==> config.mk <==
export PLATFORM = sky130hd
export DESIGN_NAME = regfile_wb_arbiter
export DESIGN_NICKNAME = d
export VERILOG_FILES = /design/src/rtl/regfile_wb_arbiter_pkg.sv /design/src/rtl/regfile_wb_arbiter_tag.sv /design/src/rtl/regfile_wb_arbiter.sv
export SDC_FILE = /design/constraint.sdc
export NUM_CORES = 1
export LEC_CHECK = 0
export BUFFER_PORTS_ARGS = -buffer_cell sky130_fd_sc_hd__buf_2
export CORE_MARGIN = 3
export CORE_UTILIZATION = 55
export CTS_BUF_LIST = sky130_fd_sc_hd__clkbuf_2 sky130_fd_sc_hd__clkbuf_4 sky130_fd_sc_hd__clkbuf_8
export CTS_CLUSTER_SIZE = 28
export DETAILED_ROUTE_END_ITERATION = 6
export GPL_TIMING_DRIVEN = 1
export PLACE_DENSITY = 0.91
export SYNTH_ARGS = -nofsm -noshare
export SYNTH_HDL_FRONTEND = slang
export SYNTH_SLANG_ARGS = --single-unit
==> constraint.sdc <==
create_clock -name clk -period 5.7 [get_ports clk]
set_input_delay 1.14 -clock clk [delete_from_list [all_inputs] [get_ports clk]]
set_output_delay 1.14 -clock clk [all_outputs]
set_load 0.005 [all_outputs]
==> src/rtl/regfile_wb_arbiter_pkg.sv <==
// Shared CPU constants and writeback request type; no logic.
package regfile_wb_arbiter_pkg;

    localparam int XLEN       = 32;
    localparam int REG_ADDR_W = 5;
    localparam int NUM_REGS   = 32;

    typedef logic [REG_ADDR_W-1:0] reg_addr_t;
    typedef logic [XLEN-1:0]       xdata_t;

    typedef struct packed {
        logic      vld;
        reg_addr_t rd;
        xdata_t    dat;
    } wb_req_t;

endpackage

==> src/rtl/regfile_wb_arbiter_tag.sv <==
// In-order tag FIFO, zero-latency head read. The caller pushes only when it is
// not full and pops only when it is not empty; no backpressure is applied here.
module tag_fifo #(
    parameter int WIDTH = 5,
    parameter int DEPTH = 4
) (
    input  logic                     clk,
    input  logic                     rst,
    input  logic                     push_i,
    input  logic [WIDTH-1:0]         push_dat_i,
    input  logic                     pop_i,
    output logic [WIDTH-1:0]         head_o,
    output logic [$clog2(DEPTH):0]   count_o
);

    localparam int PTR_W = $clog2(DEPTH);
    localparam int CNT_W = PTR_W + 1;

    logic [WIDTH-1:0] mem_q [DEPTH];
    logic [PTR_W-1:0] wr_ptr_q, wr_ptr_d;
    logic [PTR_W-1:0] rd_ptr_q, rd_ptr_d;
    logic [CNT_W-1:0] count_q, count_d;

    always_comb begin
        wr_ptr_d = wr_ptr_q;
        rd_ptr_d = rd_ptr_q;
        count_d  = count_q;
        if (push_i) begin
            wr_ptr_d = wr_ptr_q + PTR_W'(1);
        end
        if (pop_i) begin
            rd_ptr_d = rd_ptr_q + PTR_W'(1);
        end
        // Simultaneous push and pop leaves the occupancy unchanged.
        if (push_i && !pop_i) begin
            count_d = count_q + CNT_W'(1);
        end else if (pop_i && !push_i) begin
            count_d = count_q - CNT_W'(1);
        end
    end

    always_ff @(posedge clk or posedge rst) begin
        if (rst) begin
            wr_ptr_q <= '0;
            rd_ptr_q <= '0;
            count_q  <= '0;
        end else begin
            wr_ptr_q <= wr_ptr_d;
            rd_ptr_q <= rd_ptr_d;
            count_q  <= count_d;
        end
    end

    always_ff @(posedge clk) begin
        if (push_i) begin
            mem_q[wr_ptr_q] <= push_dat_i;
        end
    end

    assign head_o  = mem_q[rd_ptr_q];
    assign count_o = count_q;

endmodule

==> src/rtl/regfile_wb_arbiter.sv <==
// Register-file writeback arbiter with load scoreboard: memory responses win the
// port, 1-cycle registered write; ALU and load issue are held off by busy/full.
module regfile_wb_arbiter
    import regfile_wb_arbiter_pkg::*;
#(
    parameter int LD_DEPTH = 4
) (
    input  logic                    clk,
    input  logic                    rst,
    input  logic                    alu_valid,
    input  logic [REG_ADDR_W-1:0]   alu_rd,
    input  logic [XLEN-1:0]         alu_data,
    output logic                    alu_ready,
    input  logic                    ld_issue_valid,
    input  logic [REG_ADDR_W-1:0]   ld_issue_rd,
    output logic                    ld_issue_ready,
    input  logic                    mem_rsp_valid,
    input  logic [XLEN-1:0]         mem_rsp_data,
    input  logic [REG_ADDR_W-1:0]   rs1Id,
    input  logic [REG_ADDR_W-1:0]   rs2Id,
    output logic                    hazard,
    output logic                    wr_en,
    output logic [REG_ADDR_W-1:0]   rdId,
    output logic [XLEN-1:0]         rd_data,
    output logic [$clog2(LD_DEPTH):0] pending_cnt,
    output logic                    rsp_err
);

    localparam int CNT_W = $clog2(LD_DEPTH) + 1;

    logic [NUM_REGS-1:0] busy_q, busy_d;
    logic                wr_en_q;
    reg_addr_t           rd_id_q;
    xdata_t              rd_data_q;
    logic                rsp_err_q;

    reg_addr_t           head;
    logic [CNT_W-1:0]    cnt;
    logic                rsp_pop, ld_push, alu_grant;
    wb_req_t             grant;

    tag_fifo #(
        .WIDTH (REG_ADDR_W),
        .DEPTH (LD_DEPTH)
    ) u_tag_fifo (
        .clk        (clk),
        .rst        (rst),
        .push_i     (ld_push),
        .push_dat_i (ld_issue_rd),
        .pop_i      (rsp_pop),
        .head_o     (head),
        .count_o    (cnt)
    );

    // A response with nothing outstanding is dropped and only flags rsp_err.
    assign rsp_pop        = mem_rsp_valid && (cnt != '0);
    assign ld_issue_ready = (cnt < CNT_W'(LD_DEPTH)) && !busy_q[ld_issue_rd];
    assign ld_push        = ld_issue_valid && ld_issue_ready;
    assign alu_ready      = !rsp_pop && !busy_q[alu_rd];
    assign alu_grant      = alu_valid && alu_ready;

    always_comb begin
        busy_d = busy_q;
        if (rsp_pop) begin
            busy_d[head] = 1'b0;
        end
        if (ld_push && (ld_issue_rd != '0)) begin
            busy_d[ld_issue_rd] = 1'b1;
        end
        busy_d[0] = 1'b0;
    end

    always_comb begin
        grant = '0;
        if (rsp_pop) begin
            grant.vld = 1'b1;
            grant.rd  = head;
            grant.dat = mem_rsp_data;
        end else if (alu_grant) begin
            grant.vld = 1'b1;
            grant.rd  = alu_rd;
            grant.dat = alu_data;
        end
    end

    always_ff @(posedge clk or posedge rst) begin
        if (rst) begin
            busy_q    <= '0;
            wr_en_q   <= 1'b0;
            rd_id_q   <= '0;
            rd_data_q <= '0;
            rsp_err_q <= 1'b0;
        end else begin
            busy_q  <= busy_d;
            // A grant to x0 is consumed but never reaches the bank.
            wr_en_q <= grant.vld && (grant.rd != '0);
            if (grant.vld) begin
                rd_id_q   <= grant.rd;
                rd_data_q <= grant.dat;
            end
            if (mem_rsp_valid && (cnt == '0)) begin
                rsp_err_q <= 1'b1;
            end
        end
    end

    assign hazard = busy_q[rs1Id] || busy_q[rs2Id] ||
                    (wr_en_q && (rd_id_q != '0) && ((rd_id_q == rs1Id) || (rd_id_q == rs2Id)));

    assign wr_en       = wr_en_q;
    assign rdId        = rd_id_q;
    assign rd_data     = rd_data_q;
    assign pending_cnt = cnt;
    assign rsp_err     = rsp_err_q;

endmodule
Word level (Yosys, flattened, before mapping). Memory sizes are Yosys's and may differ from the RTL's. Cells that the tools add are included.

Register bits: 77. Latch bits: 0. Memory bits (writable): 20. Bits in read-only memories: 0. Bits of input ports: 89. Output and inout bits: 45. Memories kept: 1.

Memories: u_tag_fifo.mem_q (words 4, bits a word 5, read ports 1, clocked after Yosys merged registers in 0, write ports 1, line regfile_wb_arbiter_tag.sv:19) `logic [WIDTH-1:0] mem_q [DEPTH];`.

Add/subtract/negate cells: 4. $mul: 0. Div/mod/pow operators: 0. Magnitude comparators: 8. Equal/unequal tests: 2. Shifts and indexed selects: 0. Multiplexer cells: 20. Bitwise logic cells: 3. Reduce and logical (&&, ||, !) cells: 27.

Operators by type and width (number): 2-to-1 mux 38 bit (2); 2-to-1 mux 32 bit (2); bitwise AND 32 bit (1); NOT 32 bit (1); OR 32 bit (1); < comparator 5 x 6 -> 1 bit, second input constant (5); binary-select mux 1 bit (select 5 bit) (4); nonzero test 5 bit (3); logical AND 1 bit (14); demux 1 bit (select 5 bit) (2); equality test 5 bit (2); greater-or-equal comparator 5 x 1 -> 1 bit, second input constant (2); 2-to-1 mux 1 bit (8); 2-to-1 mux 3 bit (2); adder 2 x 1 -> 2 bit, second input constant (2); zero test 1 bit (4); adder 3 x 1 -> 3 bit, second input constant (1); zero test 3 bit (1); logical OR 1 bit (3); < comparator 3 bit, second input constant (1); nonzero test 3 bit (1); subtractor 3 x 1 -> 3 bit, second input constant (1); nonzero test 2 bit (1).

Longest topological paths before layout. An unclocked memory read counts as a cell.

Depth after elaboration: 10. Gate-level depth with buffers: 14.

By module. A second synthesis with hierarchy kept.

Cell total of the unflattened synthesis: 529. Area, all modules: 5963.2 µm².

By module, submodules not included: regfile_wb_arbiter (instances 1, cells an instance 469, area each 4853.4 µm², sequential area each 1751.7 µm²); tag_fifo (instances 1, cells an instance 60, area each 1109.8 µm², sequential area each 775.7 µm²).

Least setup slack after synthesis. No wires, ideal clock.

Path type: input-to-output. Start: in rs2Id[0]. End: out hazard. Data arrival time: 2823 ps. Path slack: 1737 ps. Stages on the path: 5. Buffers on the path: 1. Path through: clkbuf_1 > mux4_2 > mux4_2 > mux2i_1 > nand3_1.

Cells in the longest elaborated chain, start to end: 4. Elaborated cells between the ends (all ways): 7.

Ends and longest elaborated chain: start, declared (line regfile_wb_arbiter.sv:20) `input logic [REG_ADDR_W-1:0] rs2Id,`; binary-select mux 1 bit (select 5 bit) / equality test 5 bit (equally long branches) (line regfile_wb_arbiter.sv:107, regfile_wb_arbiter.sv:108); 2-to-1 mux 1 bit (not written as such) / logical OR 1 bit (equally long branches) (line regfile_wb_arbiter.sv:107, regfile_wb_arbiter.sv:108); logical OR 1 bit / logical AND 1 bit (equally long branches) (line regfile_wb_arbiter.sv:107, regfile_wb_arbiter.sv:108); logical OR 1 bit * (line regfile_wb_arbiter.sv:107) `assign hazard = busy_q[rs1Id] || busy_q[rs2Id] ||`; end, declared (line regfile_wb_arbiter.sv:21) `output logic hazard,`.

Every way passes the cells marked *; elsewhere a longest branch is shown, timed or not. The select of a mux whose other input is x is not followed.

Final worst setup path.
Start: in ld_issue_rd[0]. End: out ld_issue_ready.

Cells in the longest elaborated chain, start to end: 4.

Ends and longest elaborated chain: start, declared (line regfile_wb_arbiter.sv:15) `input logic [REG_ADDR_W-1:0] ld_issue_rd,`; binary-select mux 1 bit (select 5 bit) (line regfile_wb_arbiter.sv:57) `assign ld_issue_ready = (cnt < CNT_W'(LD_DEPTH)) && !busy_q[ld_issue_rd];`; 2-to-1 mux 1 bit (not written as such) (line regfile_wb_arbiter.sv:57); zero test 1 bit (line regfile_wb_arbiter.sv:57); logical AND 1 bit (line regfile_wb_arbiter.sv:57); end, declared (line regfile_wb_arbiter.sv:16) `output logic ld_issue_ready,`.

No other way between the ends. The select of a mux whose other input is x is not followed.

==> results.toml <==
[route]
drc = 0
detail_route.wl_per_cell_um = 20.8
drt-total-wl_um = 14800
first_pass_iters = 5
drtAntennaViolNets = 0
num_vias = 4550
viasPerCell = 6.37
drt_iter0_markers = 569

[yosys]
netlist_area_sq_um = 5580
synth_nets = 559
synthCells = 464
avgSynthCellArea_sq_um = 12.0
async_reset_ff_share_pct = 79.4
ys_warn_count = 0
seq_area_frac_synth_pct = 45.3
synth_edf_count = 20
ys_types = 50
yosys_most_used_dff = "dfrtp_1"
synth-seq-cells = 97

[clock_network]
cts.path.max_buffers = 2
insertion_delay_ps = 370
post_cts_buffers = 0
path_clk_slew_ps = 90
numCtsBuffers = 9
htree_levels = 3
cts_tree = "yes"
ctsRootBufferMaster = "clkbuf_8"
holdBufCountCts = 0
cts.sinks = 97
cts-resized-gates = 0

[critical_path]
critPathCaptureType = "output port"
max_stage_delay_ps = 600
worstSetupStartpointType = "input pin"
path_common_cell = "buf_2"
r2r_cells = 12
critical_path.max_fanout = 17
worstPathCellList = "buf_2, mux4_1, nor2b_1, o31ai_1, a211oi_4, buf_2"
cp.depth = 6
crit_slowest_cell = "mux4_1"
crit_arrival_ps = 2920
path_buf_inv = 2
cp.required_ps = 4560
crit_type = "input pin to output port"
critPathTopFamily = "multiplexers"

[timing]
setup_viol = 0
period_share_pct = 71.3
finClkSkew_ps = 11.6
finalMaxSlewViolations = 0
setup-tns-final_ps = 0
tightest_slew_ps = 973
min_period_ps = 4060
timing.slew.headroom_pct = 35.1
hold_viol = 0
hold_slack_ps = 466
fmax_ghz = 0.246
rsz0062_at_grt = "false"

[finish]
layout-drive-gt1-share_pct = 33.6
num_antenna_cells = 0
syn2layout_area_growth_pct = 14.0
nets = 671
fill_cells = 729

[power]
leakage_uw = 0.00271
power_density_nw_per_um2 = 452
ir_drop_mv = 0.214

[global_routing]
antenna_found_initial = 0
grt_max_degree = 78
grt_pass1_wl_um = 23300
grt_overflow = 0
grt_pass1_vias = 4478
grtUsageTotal_pct = 26.4

[floorplan]
dieHeight_um = 107
die_area_sq_um = 11400
io_pins = 134
core_area_sq_um = 9820
start_util_pct = 56.8
rows = 36
die_x_um = 107

[flow_run]
maxCapViolations = 0

[status]
outcome = "finished, final reports clean"

[placed_design]
place.gp.congestion = 0.969
dp_hpwl_um = 10700
port-buffer-count = 133

[worst_hold_path]
hold_path_class = "flop to flop"
hold-path-cell-count = 1
==> registers in the layout, indices dropped and copies added, names as in the netlist, 2 cells and up <==
register,cells
rd_data,32
busy_q,31
u_tag_fifo.mem_q,20
rdId,5
u_tag_fifo.count_o,3
u_tag_fifo.rd_ptr_q,2
u_tag_fifo.wr_ptr_q,2
==> layer usage <==
layer	vias to the layer above	part of all wire, %	wire length (um)	GRT usage [%]
met5	-	0	0	0
met4	0	3.9	581	14.1
met3	60	11	1680	6.62
met2	356	48	7080	42.6
met1	2159	37	5480	33.0
li1	1975	-	-	-
==> per-stage QoR <==
| stage | utilization [%] | worst slack [ps] | total power, uW | instance area, sq um | instances |
|---|---|---|---|---|---|
| 2_1_floorplan | - | 1740 | 2050 | 5580 | 464 |
| 3_3_place_gp | 63.0 | 1530 | 2390 | 6190 | 698 |
| 3_5_place_dp | 63.0 | 1440 | 2460 | 6190 | 698 |
| 4_1_cts | 64.7 | 1630 | 2860 | 6360 | 714 |
| 5_1_grt | 64.7 | 1550 | 3060 | 6360 | 714 |
| 6_report | 64.7 | 1640 | 2880 | 6360 | 714 |
==> layout by cell type, fill, tap and decap left out, types with 2 or more instances in the layout <==
cell	n
a21oi_1	37
inv_2	3
nor2b_1	7
buf_4	2
mux2_1	2
mux4_2	30
clkinv_1	2
nor2_1	45
o21ai_0	18
xnor2_1	10
nand2b_1	6
a221oi_1	3
dfrtp_1	77
clkinvlp_4	3
inv_1	4
buf_2	133
and2_1	2
nand2_1	17
or4_1	2
xor2_1	6
or3_1	2
o31ai_1	31
mux4_1	7
nand3b_1	2
mux2i_1	40
ha_1	5
clkbuf_8	9
mux2_2	5
edfxtp_1	20
and3_1	4
nor3_1	3
nand3_1	9
o21ai_1	16
or2_2	2
==> area by class of cell <==
| cell class | instances | area [sq um] | area share, % |
|---|---|---|---|
| Clock buffer | 10 | 131 | 2.07 |
| Multi-Input combinational cell | 326 | 2790 | 43.9 |
| Timing Repair Buffer | 135 | 681 | 10.7 |
| Inverter | 7 | 26.3 | 0.413 |
| Tap cell | 133 | 166 | 2.62 |
| Clock inverter | 6 | 35.0 | 0.551 |
| Sequential cell | 97 | 2530 | 39.8 |
==> synthesized netlist by cell type (2+ instances only) <==
master / count / area [sq um]
dfrtp_1: 77 / 1930
nor2_1: 45 / 169
mux2i_1: 40 / 400
a21oi_1: 37 / 185
o31ai_1: 31 / 233
mux4_2: 30 / 676
edfxtp_1: 20 / 601
clkbuf_1: 19 / 71.3
o21ai_0: 18 / 90.1
nand2_1: 17 / 63.8
o21ai_1: 16 / 80.1
xnor2_1: 10 / 87.6
nand3_1: 9 / 45.0
mux4_1: 7 / 184
nor2b_1: 7 / 43.8
nand2b_1: 6 / 37.5
xor2_1: 6 / 52.6
buf_6: 5 / 56.3
ha_1: 5 / 62.6
inv_1: 5 / 18.8
mux2_2: 5 / 56.3
and3_1: 4 / 25.0
buf_1: 4 / 15.0
buf_12: 4 / 80.1
a221oi_1: 3 / 26.3
nor3_1: 3 / 15.0
and2_1: 2 / 12.5
buf_2: 2 / 10.0
mux2_1: 2 / 22.5
nand3b_1: 2 / 15.0
or2_2: 2 / 12.5
or3_1: 2 / 12.5
or4_1: 2 / 15.0
==> cell families (layout without fill, tap and decap cells) <==
logic type,after synthesis,in the layout,share of synthesized area [%]
adder cells (fa/ha/maj),6,6,1.48
multiplexers,84,84,24.0
AO/OA/AOI/OAI,114,114,12.9
AND/OR/NAND/NOR,106,106,9.13
flip-flops,97,97,45.3
buffers and inverters,41,158,4.64
XOR/XNOR,16,16,2.51
==> path summary, 6_finish.rpt <==
| check | startpoint | slack [ps] | to |
|---|---|---|---|
| max | ld_issue_rd[0] | 1640 | ld_issue_ready |
| min | rsp_err | 470 | rsp_err |
| max reg2reg | busy_q[9] | 2510 | u_tag_fifo.count_o[2] |
| min reg2reg | rsp_err | 470 | rsp_err |
| max in group asynchronous | rst | 4000 | busy_q[29] |
| min in group asynchronous | rst | 1070 | rdId[3] |
==> worst reg2reg max path, cell delays in order (launching register included) <==
cell	delay [ps]
dfrtp_1	450
mux4_1	520
nor2b_1	140
o31ai_1	120
a211oi_4	410
nand2_4	310
inv_2	130
ha_1	190
inv_1	70
fa_1	370
xor2_1	150
nor2_1	110
xor2_1	140
==> report_power, final <==
group          switching (uW)  leakage (uW)  total [uW]  internal (uW)
clock                     241     0.0000768         401            160
combinational             608       0.00153        1220            608
sequential                298       0.00110        1260            960
total                    1150       0.00271        2880           1730
(Power assumes the default switching activity.)
